==> config.mk <==
export PLATFORM = sky130hd
export DESIGN_NAME = fetch_unit
export DESIGN_NICKNAME = d
export VERILOG_FILES = /design/src/rtl/fetch_pkg.sv /design/src/rtl/fetch_fifo.sv /design/src/rtl/fetch_unit.sv
export SDC_FILE = /design/constraint.sdc
export NUM_CORES = 1
export LEC_CHECK = 0
export BUFFER_PORTS_ARGS = -buffer_cell sky130_fd_sc_hd__buf_4
export CORE_ASPECT_RATIO = 0.5
export CORE_MARGIN = 10
export CORE_UTILIZATION = 54
export DETAILED_ROUTE_END_ITERATION = 7
export PLACE_DENSITY = 0.82
export SETUP_SLACK_MARGIN = 0.3
export SLEW_MARGIN = 20
export SYNTH_ARGS = -nofsm -noshare
export SYNTH_HDL_FRONTEND = slang
export SYNTH_HIERARCHICAL = 1
export SYNTH_SLANG_ARGS = --single-unit
==> constraint.sdc <==
create_clock -name clk -period 8.2 [get_ports clk]
set_clock_uncertainty 0.1 [all_clocks]
set_input_delay 1.64 -clock clk [delete_from_list [all_inputs] [get_ports clk]]
set_output_delay 1.64 -clock clk [all_outputs]
set_load 0.01 [all_outputs]
==> src/rtl/fetch_pkg.sv <==
// Shared types and helpers for the instruction-fetch stage.
//   START_ADDR_DEFAULT : default reset PC / memory base
//   NOP_INST           : word handed to decode in place of a faulting fetch
//   fetch_entry_t      : {pc, inst, fault} record carried through the fetch FIFO
//   is_legal_pc        : alignment and range check for a fetch address
package fetch_pkg;

  localparam logic [31:0] START_ADDR_DEFAULT = 32'h0100_0000;
  localparam logic [31:0] NOP_INST           = 32'h0000_0013;

  typedef struct packed {
    logic [31:0] pc;
    logic [31:0] inst;
    logic        fault;
  } fetch_entry_t;

  // Range is checked in 33 bits so a region ending at the top of the address space cannot wrap.
  function automatic logic is_legal_pc(input logic [31:0] pc,
                                       input logic [31:0] base,
                                       input logic [31:0] size);
    logic [32:0] p;
    logic [32:0] lo;
    logic [32:0] hi;
    p  = {1'b0, pc};
    lo = {1'b0, base};
    hi = lo + {1'b0, size} - 33'd4;
    return (pc[1:0] == 2'b00) && (p >= lo) && (p <= hi);
  endfunction

endpackage

==> src/rtl/fetch_fifo.sv <==
// Small synchronous FIFO of fetch entries between the memory read and decode.
// Ports:
//   clk, rst_n : clock and asynchronous active-low reset
//   push       : write wdata this edge (caller guarantees room or a simultaneous pop)
//   pop        : drop the head this edge (caller guarantees non-empty)
//   flush      : discard everything this edge; overrides push and pop
//   wdata      : entry to write
//   rdata      : head entry, all zero when empty
//   count      : number of valid entries
//   empty      : no valid entries
import fetch_pkg::*;

module fetch_fifo #(
  parameter int unsigned DEPTH = 2
) (
  input  logic                     clk,
  input  logic                     rst_n,
  input  logic                     push,
  input  logic                     pop,
  input  logic                     flush,
  input  fetch_entry_t             wdata,
  output fetch_entry_t             rdata,
  output logic [$clog2(DEPTH):0]   count,
  output logic                     empty
);

  localparam int unsigned PtrW = $clog2(DEPTH);
  localparam logic [PtrW-1:0] PtrOne = PtrW'(1);
  localparam logic [PtrW:0]   CntOne = (PtrW + 1)'(1);

  logic [PtrW-1:0] wr_ptr_q, wr_ptr_d;
  logic [PtrW-1:0] rd_ptr_q, rd_ptr_d;
  logic [PtrW:0]   count_q, count_d;
  fetch_entry_t    mem_q [DEPTH];

  always_comb begin
    wr_ptr_d = wr_ptr_q;
    rd_ptr_d = rd_ptr_q;
    count_d  = count_q;
    if (flush) begin
      wr_ptr_d = '0;
      rd_ptr_d = '0;
      count_d  = '0;
    end else begin
      if (push) wr_ptr_d = wr_ptr_q + PtrOne;
      if (pop)  rd_ptr_d = rd_ptr_q + PtrOne;
      unique case ({push, pop})
        2'b10:   count_d = count_q + CntOne;
        2'b01:   count_d = count_q - CntOne;
        default: count_d = count_q;
      endcase
    end
  end

  always_ff @(posedge clk or negedge rst_n) begin
    if (!rst_n) begin
      wr_ptr_q <= '0;
      rd_ptr_q <= '0;
      count_q  <= '0;
    end else begin
      wr_ptr_q <= wr_ptr_d;
      rd_ptr_q <= rd_ptr_d;
      count_q  <= count_d;
    end
  end

  // Storage needs no reset: it is only visible through rdata, which is masked while empty.
  always_ff @(posedge clk) begin
    if (push && !flush) mem_q[wr_ptr_q] <= wdata;
  end

  assign empty = (count_q == '0);
  assign count = count_q;
  assign rdata = empty ? '0 : mem_q[rd_ptr_q];

endmodule

==> src/rtl/fetch_unit.sv <==
// Instruction-fetch stage: drives the memory read port with the PC, captures the returned word
// into a small FIFO and presents {pc, inst, fault} to decode over a valid/ready handshake.
// Ports:
//   clk, rst_n                  : clock and asynchronous active-low reset
//   imem_address                : read address, always the current PC
//   imem_w_enable               : tied low, fetch never writes
//   imem_data_out               : combinational read data for imem_address
//   redirect_valid, redirect_pc : load a new PC and flush everything in flight
//   inst_valid, inst_ready      : handshake for the FIFO head
//   inst_out, inst_pc, inst_fault : head entry fields (zero when empty)
//   halted                      : fetch stopped after a fault until the next redirect
import fetch_pkg::*;

module fetch_unit #(
  parameter logic [31:0] START_ADDR = START_ADDR_DEFAULT,
  parameter int unsigned MEM_SIZE   = 1048576,
  parameter int unsigned DEPTH      = 2
) (
  input  logic        clk,
  input  logic        rst_n,
  output logic [31:0] imem_address,
  output logic        imem_w_enable,
  input  logic [31:0] imem_data_out,
  input  logic        redirect_valid,
  input  logic [31:0] redirect_pc,
  output logic        inst_valid,
  input  logic        inst_ready,
  output logic [31:0] inst_out,
  output logic [31:0] inst_pc,
  output logic        inst_fault,
  output logic        halted
);

  localparam int unsigned     CntW     = $clog2(DEPTH) + 1;
  localparam logic [CntW-1:0] DepthCnt = CntW'(DEPTH);
  localparam logic [31:0]     MemSizeW = 32'(MEM_SIZE);

  logic [31:0]     pc_q, pc_d;
  logic            halted_q, halted_d;
  logic            push, pop, flush, pop_req, pc_legal;
  logic [CntW-1:0] fifo_count;
  logic            fifo_empty;
  fetch_entry_t    wdata, head;

  assign pop_req  = inst_valid && inst_ready;
  assign pc_legal = is_legal_pc(pc_q, START_ADDR, MemSizeW);

  always_comb begin
    pc_d     = pc_q;
    halted_d = halted_q;
    push     = 1'b0;
    pop      = 1'b0;
    flush    = 1'b0;
    wdata    = '{pc: pc_q, inst: imem_data_out, fault: 1'b0};
    if (redirect_valid) begin
      // Redirect wins: the word being read now and any handshake this edge are dropped.
      flush    = 1'b1;
      pc_d     = redirect_pc;
      halted_d = 1'b0;
    end else begin
      pop = pop_req;
      if (!halted_q && ((fifo_count < DepthCnt) || pop_req)) begin
        push = 1'b1;
        if (pc_legal) begin
          pc_d = pc_q + 32'd4;
        end else begin
          // Fault entry carries a NOP; PC holds so decode sees exactly which address failed.
          wdata.inst  = NOP_INST;
          wdata.fault = 1'b1;
          halted_d    = 1'b1;
        end
      end
    end
  end

  always_ff @(posedge clk or negedge rst_n) begin
    if (!rst_n) begin
      pc_q     <= START_ADDR;
      halted_q <= 1'b0;
    end else begin
      pc_q     <= pc_d;
      halted_q <= halted_d;
    end
  end

  fetch_fifo #(
    .DEPTH(DEPTH)
  ) u_fifo (
    .clk  (clk),
    .rst_n(rst_n),
    .push (push),
    .pop  (pop),
    .flush(flush),
    .wdata(wdata),
    .rdata(head),
    .count(fifo_count),
    .empty(fifo_empty)
  );

  assign imem_address  = pc_q;
  assign imem_w_enable = 1'b0;
  assign inst_valid    = !fifo_empty;
  assign inst_out      = head.inst;
  assign inst_pc       = head.pc;
  assign inst_fault    = head.fault;
  assign halted        = halted_q;

endmodule

After elaboration in Yosys (flattened, before gate mapping)
Memory sizes are Yosys's and may differ from the RTL's.
Index checks and enable logic that the tools add are counted.
{"block": "word_totals", "ff_bits": 37, "ram_bits": 130, "input_bits": 68, "output_inout_bits": 100, "word_cells": 57, "n_memories": 1}
{"block": "op_classes", "addsub": 5, "order_cmp": 3, "n_eq_ne": 3, "muxes": 22, "reduce_logical": 18}
{"name": "u_fifo.mem_q", "depth": 2, "width": 65, "read_ports": 1, "rd_clocked_by_memory_dff": 0, "wr": 1, "line": "fetch_fifo.sv:34", "source": "fetch_entry_t mem_q [DEPTH];"}
{"op": "two-way mux 33 bit", "n": 3}
{"op": "two-way mux 32 bit", "n": 3}
{"op": "two-way mux 65 bit", "n": 1}
{"op": "adder 32 x 3 -> 32 bit, second input constant", "n": 1}
{"op": "greater-or-equal comparator 32 x 25 -> 1 bit, second input constant", "n": 1}
{"op": "less-or-equal comparator 32 x 25 -> 1 bit, second input constant", "n": 1}
{"op": "two-way mux 1 bit", "n": 13}
{"op": "nonzero test 2 bit", "n": 4}
{"op": "logical AND 1 bit", "n": 5}
{"op": "logical NOT 2 bit", "n": 2}
{"op": "one-hot mux 2 bit (2 select lines)", "n": 1}
{"op": "AND reduction 2 bit", "n": 2}
{"op": "logical NOT 1 bit", "n": 3}
{"op": "nonzero test 3 bit", "n": 1}
{"op": "adder 1 bit, second input constant", "n": 2}
{"op": "adder 2 x 1 -> 2 bit, second input constant", "n": 1}
{"op": "== test 2 x 1 -> 1 bit, second input constant", "n": 1}
{"op": "== test 2 bit, second input constant", "n": 1}
{"op": "less-than comparator 2 bit, second input constant", "n": 1}
{"op": "two-way mux 2 bit", "n": 1}
{"op": "!= test 2 bit, second input constant", "n": 1}
{"op": "subtractor 2 x 1 -> 2 bit, second input constant", "n": 1}
{"op": "logical OR 1 bit", "n": 1}

Depth between registers and ports, before layout
{"block": "logic_depth", "ltp_word": 10, "depth_mapped": 8, "depth_no_buf": 6}

Modules after synthesis
Netlist, hierarchy kept.
{"mod": "fetch_fifo", "n_inst": 1, "cells_each": 294, "area_each_um2": 5168.7, "seq_area_each_um2": 4003.8}
{"mod": "fetch_unit", "n_inst": 1, "cells_each": 240, "area_each_um2": 2230.9, "seq_area_each_um2": 827.0}

Least setup slack after synthesis
Ideal clock, no wire load.
{"block": "synth_path", "path_kind": "input-to-reg", "from": "input port inst_ready", "to": "memory u_fifo/mem_q[0][0] (netlist bit) (enable)", "setup_time_ns": 0.583, "t_arrival_ns": 7.048, "slack_ns": 0.469, "cell_stages": 3, "path_cell_list": "nand2b_2 -> a211oi_4 -> nor3b_1"}
{"block": "synth_between", "elab_chain_len": 8}
{"item": "start, declared", "line": "fetch_unit.sv:27", "source": "input logic inst_ready,"}
{"item": "logical AND 1 bit", "line": "fetch_unit.sv:45", "source": "assign pop_req = inst_valid && inst_ready;"}
{"item": "logical OR 1 bit", "line": "fetch_unit.sv:62", "source": "if (!halted_q && ((fifo_count < DepthCnt) || pop_req)) begin"}
{"item": "logical AND 1 bit", "line": "fetch_unit.sv:62"}
{"item": "two-way mux 1 bit", "line": "fetch_unit.sv:62"}
{"item": "two-way mux 1 bit", "line": "fetch_unit.sv:55", "source": "if (redirect_valid) begin"}
{"item": "named net push", "line": "fetch_unit.sv:40", "source": "logic push, pop, flush, pop_req, pc_legal;"}
{"item": "logical AND 1 bit", "line": "fetch_fifo.sv:69", "source": "if (push && !flush) mem_q[wr_ptr_q] <= wdata;"}
{"item": "two-way mux 1 bit", "line": "fetch_fifo.sv:69"}
{"item": "two-way mux 1 bit (not written as such)", "line": "fetch_fifo.sv:69"}
{"item": "end, declared", "line": "fetch_fifo.sv:34"}
The timed path passes the listed nets, and every way through them passes these cells.

Worst setup path in the final report
{"block": "layout_path", "from": "input port redirect_valid", "to": "memory u_fifo/mem_q[1][17] (netlist bit) (enable)"}
{"block": "layout_between", "word_cells_on_any_way": 6}
{"item": "start, declared", "line": "fetch_unit.sv:24", "source": "input logic redirect_valid,"}
{"item": "two-way mux 1 bit", "line": "fetch_unit.sv:55"}
{"item": "named net push", "line": "fetch_unit.sv:40"}
{"item": "logical AND 1 bit", "line": "fetch_fifo.sv:69"}
{"item": "two-way mux 1 bit", "line": "fetch_fifo.sv:69"}
{"item": "two-way mux 1 bit (not written as such)", "line": "fetch_fifo.sv:69"}
The timed path passes the listed nets, and every way through them passes these cells.

==> out/metrics.sh <==
POST_SYNTH_MAIN_AREA_CONTRIBUTORS='edfxtp_1 53%, dfrtp_1 12%, mux2i_1 8.9%'
LAYOUT_WORST_PATH_CYCLE_SHARE_PCT=48.87
PATH_CLK_SLEW_NS=0.06
REMAINING_GLOBAL_ROUTE_OVERFLOW=0
TIMING_WORST_SLEW_PIN_VALUE_NS=0.7861
SYNTH_CELL_TYPE_COUNT=47
DIE_W_UM=185.5
SYNTH_LARGEST_TYPE_AREA_FRACTION_PCT=52.76
GLOBAL_ROUTE.USAGE.MET2_PCT=32.22
ROUTABILITYCONGESTION=0.8260
GRT_PASS1_VIAS=4898
PLACEABLECOREAREA_MM2=0.01348
GRT_ANTENNA_BEFORE_REPAIR=0
GRT_MAX_DEGREE=67
ANTENNADIODECOUNT=0
CTS_MAX_LEVEL=4
MIN-DELAY-START='imem_address[25]'
CELLPOWERDENSITY_mW_PER_MM2=286.0
YS_FF_LATCH=167
PLACE.PORT_BUFFERS=166
SETUP.WORST_PATH.END_CLASS='register'
POST-CTS-SETUP-BUFFER-COUNT=0
RR_STARTPOINT='u_fifo/count[1]'
DRT_WL_TOTAL_UM=16700
OUTCOME='completed'
CLOCK_TREE.BUFFER_DEPTH=2
DIE-AREA_MM2=0.01907
SYN_NETS=604
SYN-CELL-AREA_MM2=0.007400
GRTUSAGEMET3_PCT=4.537
GLOBAL_ROUTE.USAGE.TOTAL_PCT=17.55
FIRST_ITER_VIOLATIONS=318
TIMING.CRITICAL_PATH.FANOUT_MAX=45
SYN_INST=534
FINAL-MAX-SLEW-VIOLATION-COUNT=0
PLACE.DETAILED.HPWL_UM=11160
DIEHEIGHT_UM=102.8
AVGVIACOUNTPERCELL=5.374
SYNTH.YOSYS.WARNINGS=6
SYNTH_AREA_PER_CELL_UM2=13.86
SIGNED_AREA_CHANGE_FROM_THE_SYNTHESIZED_NETLIST_TO_THE_FINAL_LAYOUT_PCT=22.49
SEQ_AREA_FRAC_SYNTH_PCT=65.29
WORSTREG2REGEND='u_fifo/mem_q[1][17]'
ROUTED_WIRE_LENGTH_PER_INSTANCE_UM=19.53
BOUNDARYPINS=168
FIN_TNS_SETUP_NS=0
MAX_CLOCK_FREQ_MHz=249.5
WIRE_LENGTH_OF_THE_FIRST_GLOBAL_ROUTING_PASS_UM=25800
SYNTH.CELLS.MOST_FREQUENT='130 x edfxtp_1, 79 x nor2_1, 66 x mux2i_1'
GLOBAL_ROUTE.USAGE.MET1_PCT=19.52
FINAL-HOLD-VIOLATION-COUNT=0
IR_WORST_VDD_mV=0.1796
COUNT_OF_CELLS_RESIZED_BY_POST_CTS_REPAIR=0
WORST_SKEW_PAIR.LATE_LATENCY_NS=0.41
WORST-ENDPOINT-ARRIVAL_NS=3.95
FILLER_CELL_COUNT=958
DETAILED_PLACE.AREA_MM2=0.008432
WORST_HOLD_PATH.NUM_CELLS=0
CTSHOLDBUFFERS=0
FINALINSTANCEAREA_MM2=0.009064
CTS.SINK_COUNT=167
DRT-PASS1-ITER-COUNT=5
UNREPAIRED_SETUP_ENDPOINTS_AFTER_GLOBAL_ROUTING='false'
DRC=0
TOTAL_LEAKAGE_POWER_nW=3.483
CTS_MADE_BUFFERS=17
INITIAL_UTILIZATION_PCT=54.91
NUM_ROWS=30
SYNTH-ASYNC-RESET-RATIO_PCT=22.16
FF2FF_SETUP_SLACK_NS=4.45
HOLD_PATH_END='u_fifo/mem_q[0][58]'
NUM-NETS-FINAL=736
WORST_SLEW_MARGIN_REL_PCT=47.60
POSTSYNTH.TOPFLOPCELL='edfxtp_1'
CP.REQUIRED_NS=8.14
WORSTSETUPSTARTPOINTTYPE='input port'
CTSROOTBUFFERMASTER='clkbuf_16'
SYNTH_MOST_COMMON_CELL='edfxtp_1'
NUM_VIAS=4595
PERIOD_MINUS_SLACK_NS=4.008
LARGEST_AREA_CONTRIBUTOR_IN_THE_NETLIST='edfxtp_1'
SYNTH_EDF_COUNT=130
DRV_CAP=0
REG2REGPATHDEPTH=6
GRT.BUSIEST_LAYER='met2'
MIN_PATH_TYPE='reg2reg'
CLOCK_TREE_FROM_TRITONCTS='built'
DRIVE_GT1_SHARE_PCT=33.87
SETUP_VIOL=0
FINAL_ANTENNA_NET_COUNT=0
WORST-SETUP-PATH-TYPE='in2reg'
==> registers in the layout (all words and copies together) (netlist names) <==
name and count:
halted 1, imem_address 32, u_fifo/count 2, u_fifo/mem_q 130
u_fifo/rd_ptr_q 1, u_fifo/wr_ptr_q 1
==> how the worst max path moves through the flow <==
stage	from	endpoint	slack [ns]	cells past startpoint
final	redirect_valid	u_fifo/mem_q[1][17]	4.19	4
after global routing	u_fifo/count[1]	inst_out[31]	4.04	4
after CTS	u_fifo/count[1]	inst_out[31]	4.17	4
after detailed placement	redirect_valid	u_fifo/mem_q[1][16]	3.78	4
after global placement	redirect_valid	u_fifo/mem_q[1][16]	3.87	4
after floorplan	inst_ready	u_fifo/mem_q[0][0]	0.47	3
==> stage by stage <==
step | cells | utilization (%) | power [mW] | hold slack, ns | setup WS (ns)
2_1_floorplan | 534 | - | 1.509 | 0.3823 | 0.4692
3_3_place_gp | 822 | 62.57 | 1.790 | 0.4103 | 3.867
3_5_place_dp | 822 | 62.57 | 1.809 | 0.4140 | 3.777
4_1_cts | 854 | 67.06 | 2.617 | 0.4292 | 4.170
5_1_grt | 855 | 67.26 | 2.719 | 0.4592 | 4.040
6_report | 855 | 67.26 | 2.592 | 0.4323 | 4.192
==> area by class of cell <==
class,instances,area [um2],share of cell area (%)
sequential,167,4835,53.34
timing repair buffer,171,1304,14.38
clock inverter,14,175.2,1.933
inverter,7,26.28,0.2899
tap,176,220.2,2.430
clock buffer,18,429.2,4.735
multi-input combinational,302,2074,22.89
==> critical path, cell delays in order <==
cell and delay, ns:
buf_4 0.27, a211oi_4 0.58, and3b_2 0.83, buf_4 0.54
==> per-layer routing <==
metal	wire length (um)	up-vias
met3	1102	19
met4	242	0
li1	-	2156
met5	0	-
met1	6451	2270
met2	8899	150
==> cells in the final DEF (no fill, tap or decap), drive strengths merged, types with 8 or more instances in the layout <==
cell type,synthesis,final
clkbuf,7,18
mux2i,66,66
mux2,15,15
dfrtp,36,36
edfxtp,130,130
nand3,12,12
o211ai,9,9
nand4,8,8
nor2,79,79
inv,7,10
buf,51,171
and2,31,31
nand2,25,25
==> cell families (layout without fill, tap and decap cells) <==
logic type	count (synthesis)	after routing	share of synthesized area, %
buffers and inverters	65	210	6.865
and+or+nand+nor	177	177	11.84
muxes	81	81	11.21
DFF	167	167	65.29
other	1	1	0.05068
adders and majority gates	2	2	0.3381
xor gates and xnor gates	10	10	1.184
AOI/OAI and AO/OA	31	31	3.230
==> report_power, final <==
part	internal [mW]	total (mW)	switching, mW
Clock	0.483	0.812	0.329
Sequential	1.02	1.08	0.0625
Combinational	0.316	0.701	0.385
Note: power is estimated with default switching activity, not from simulation.
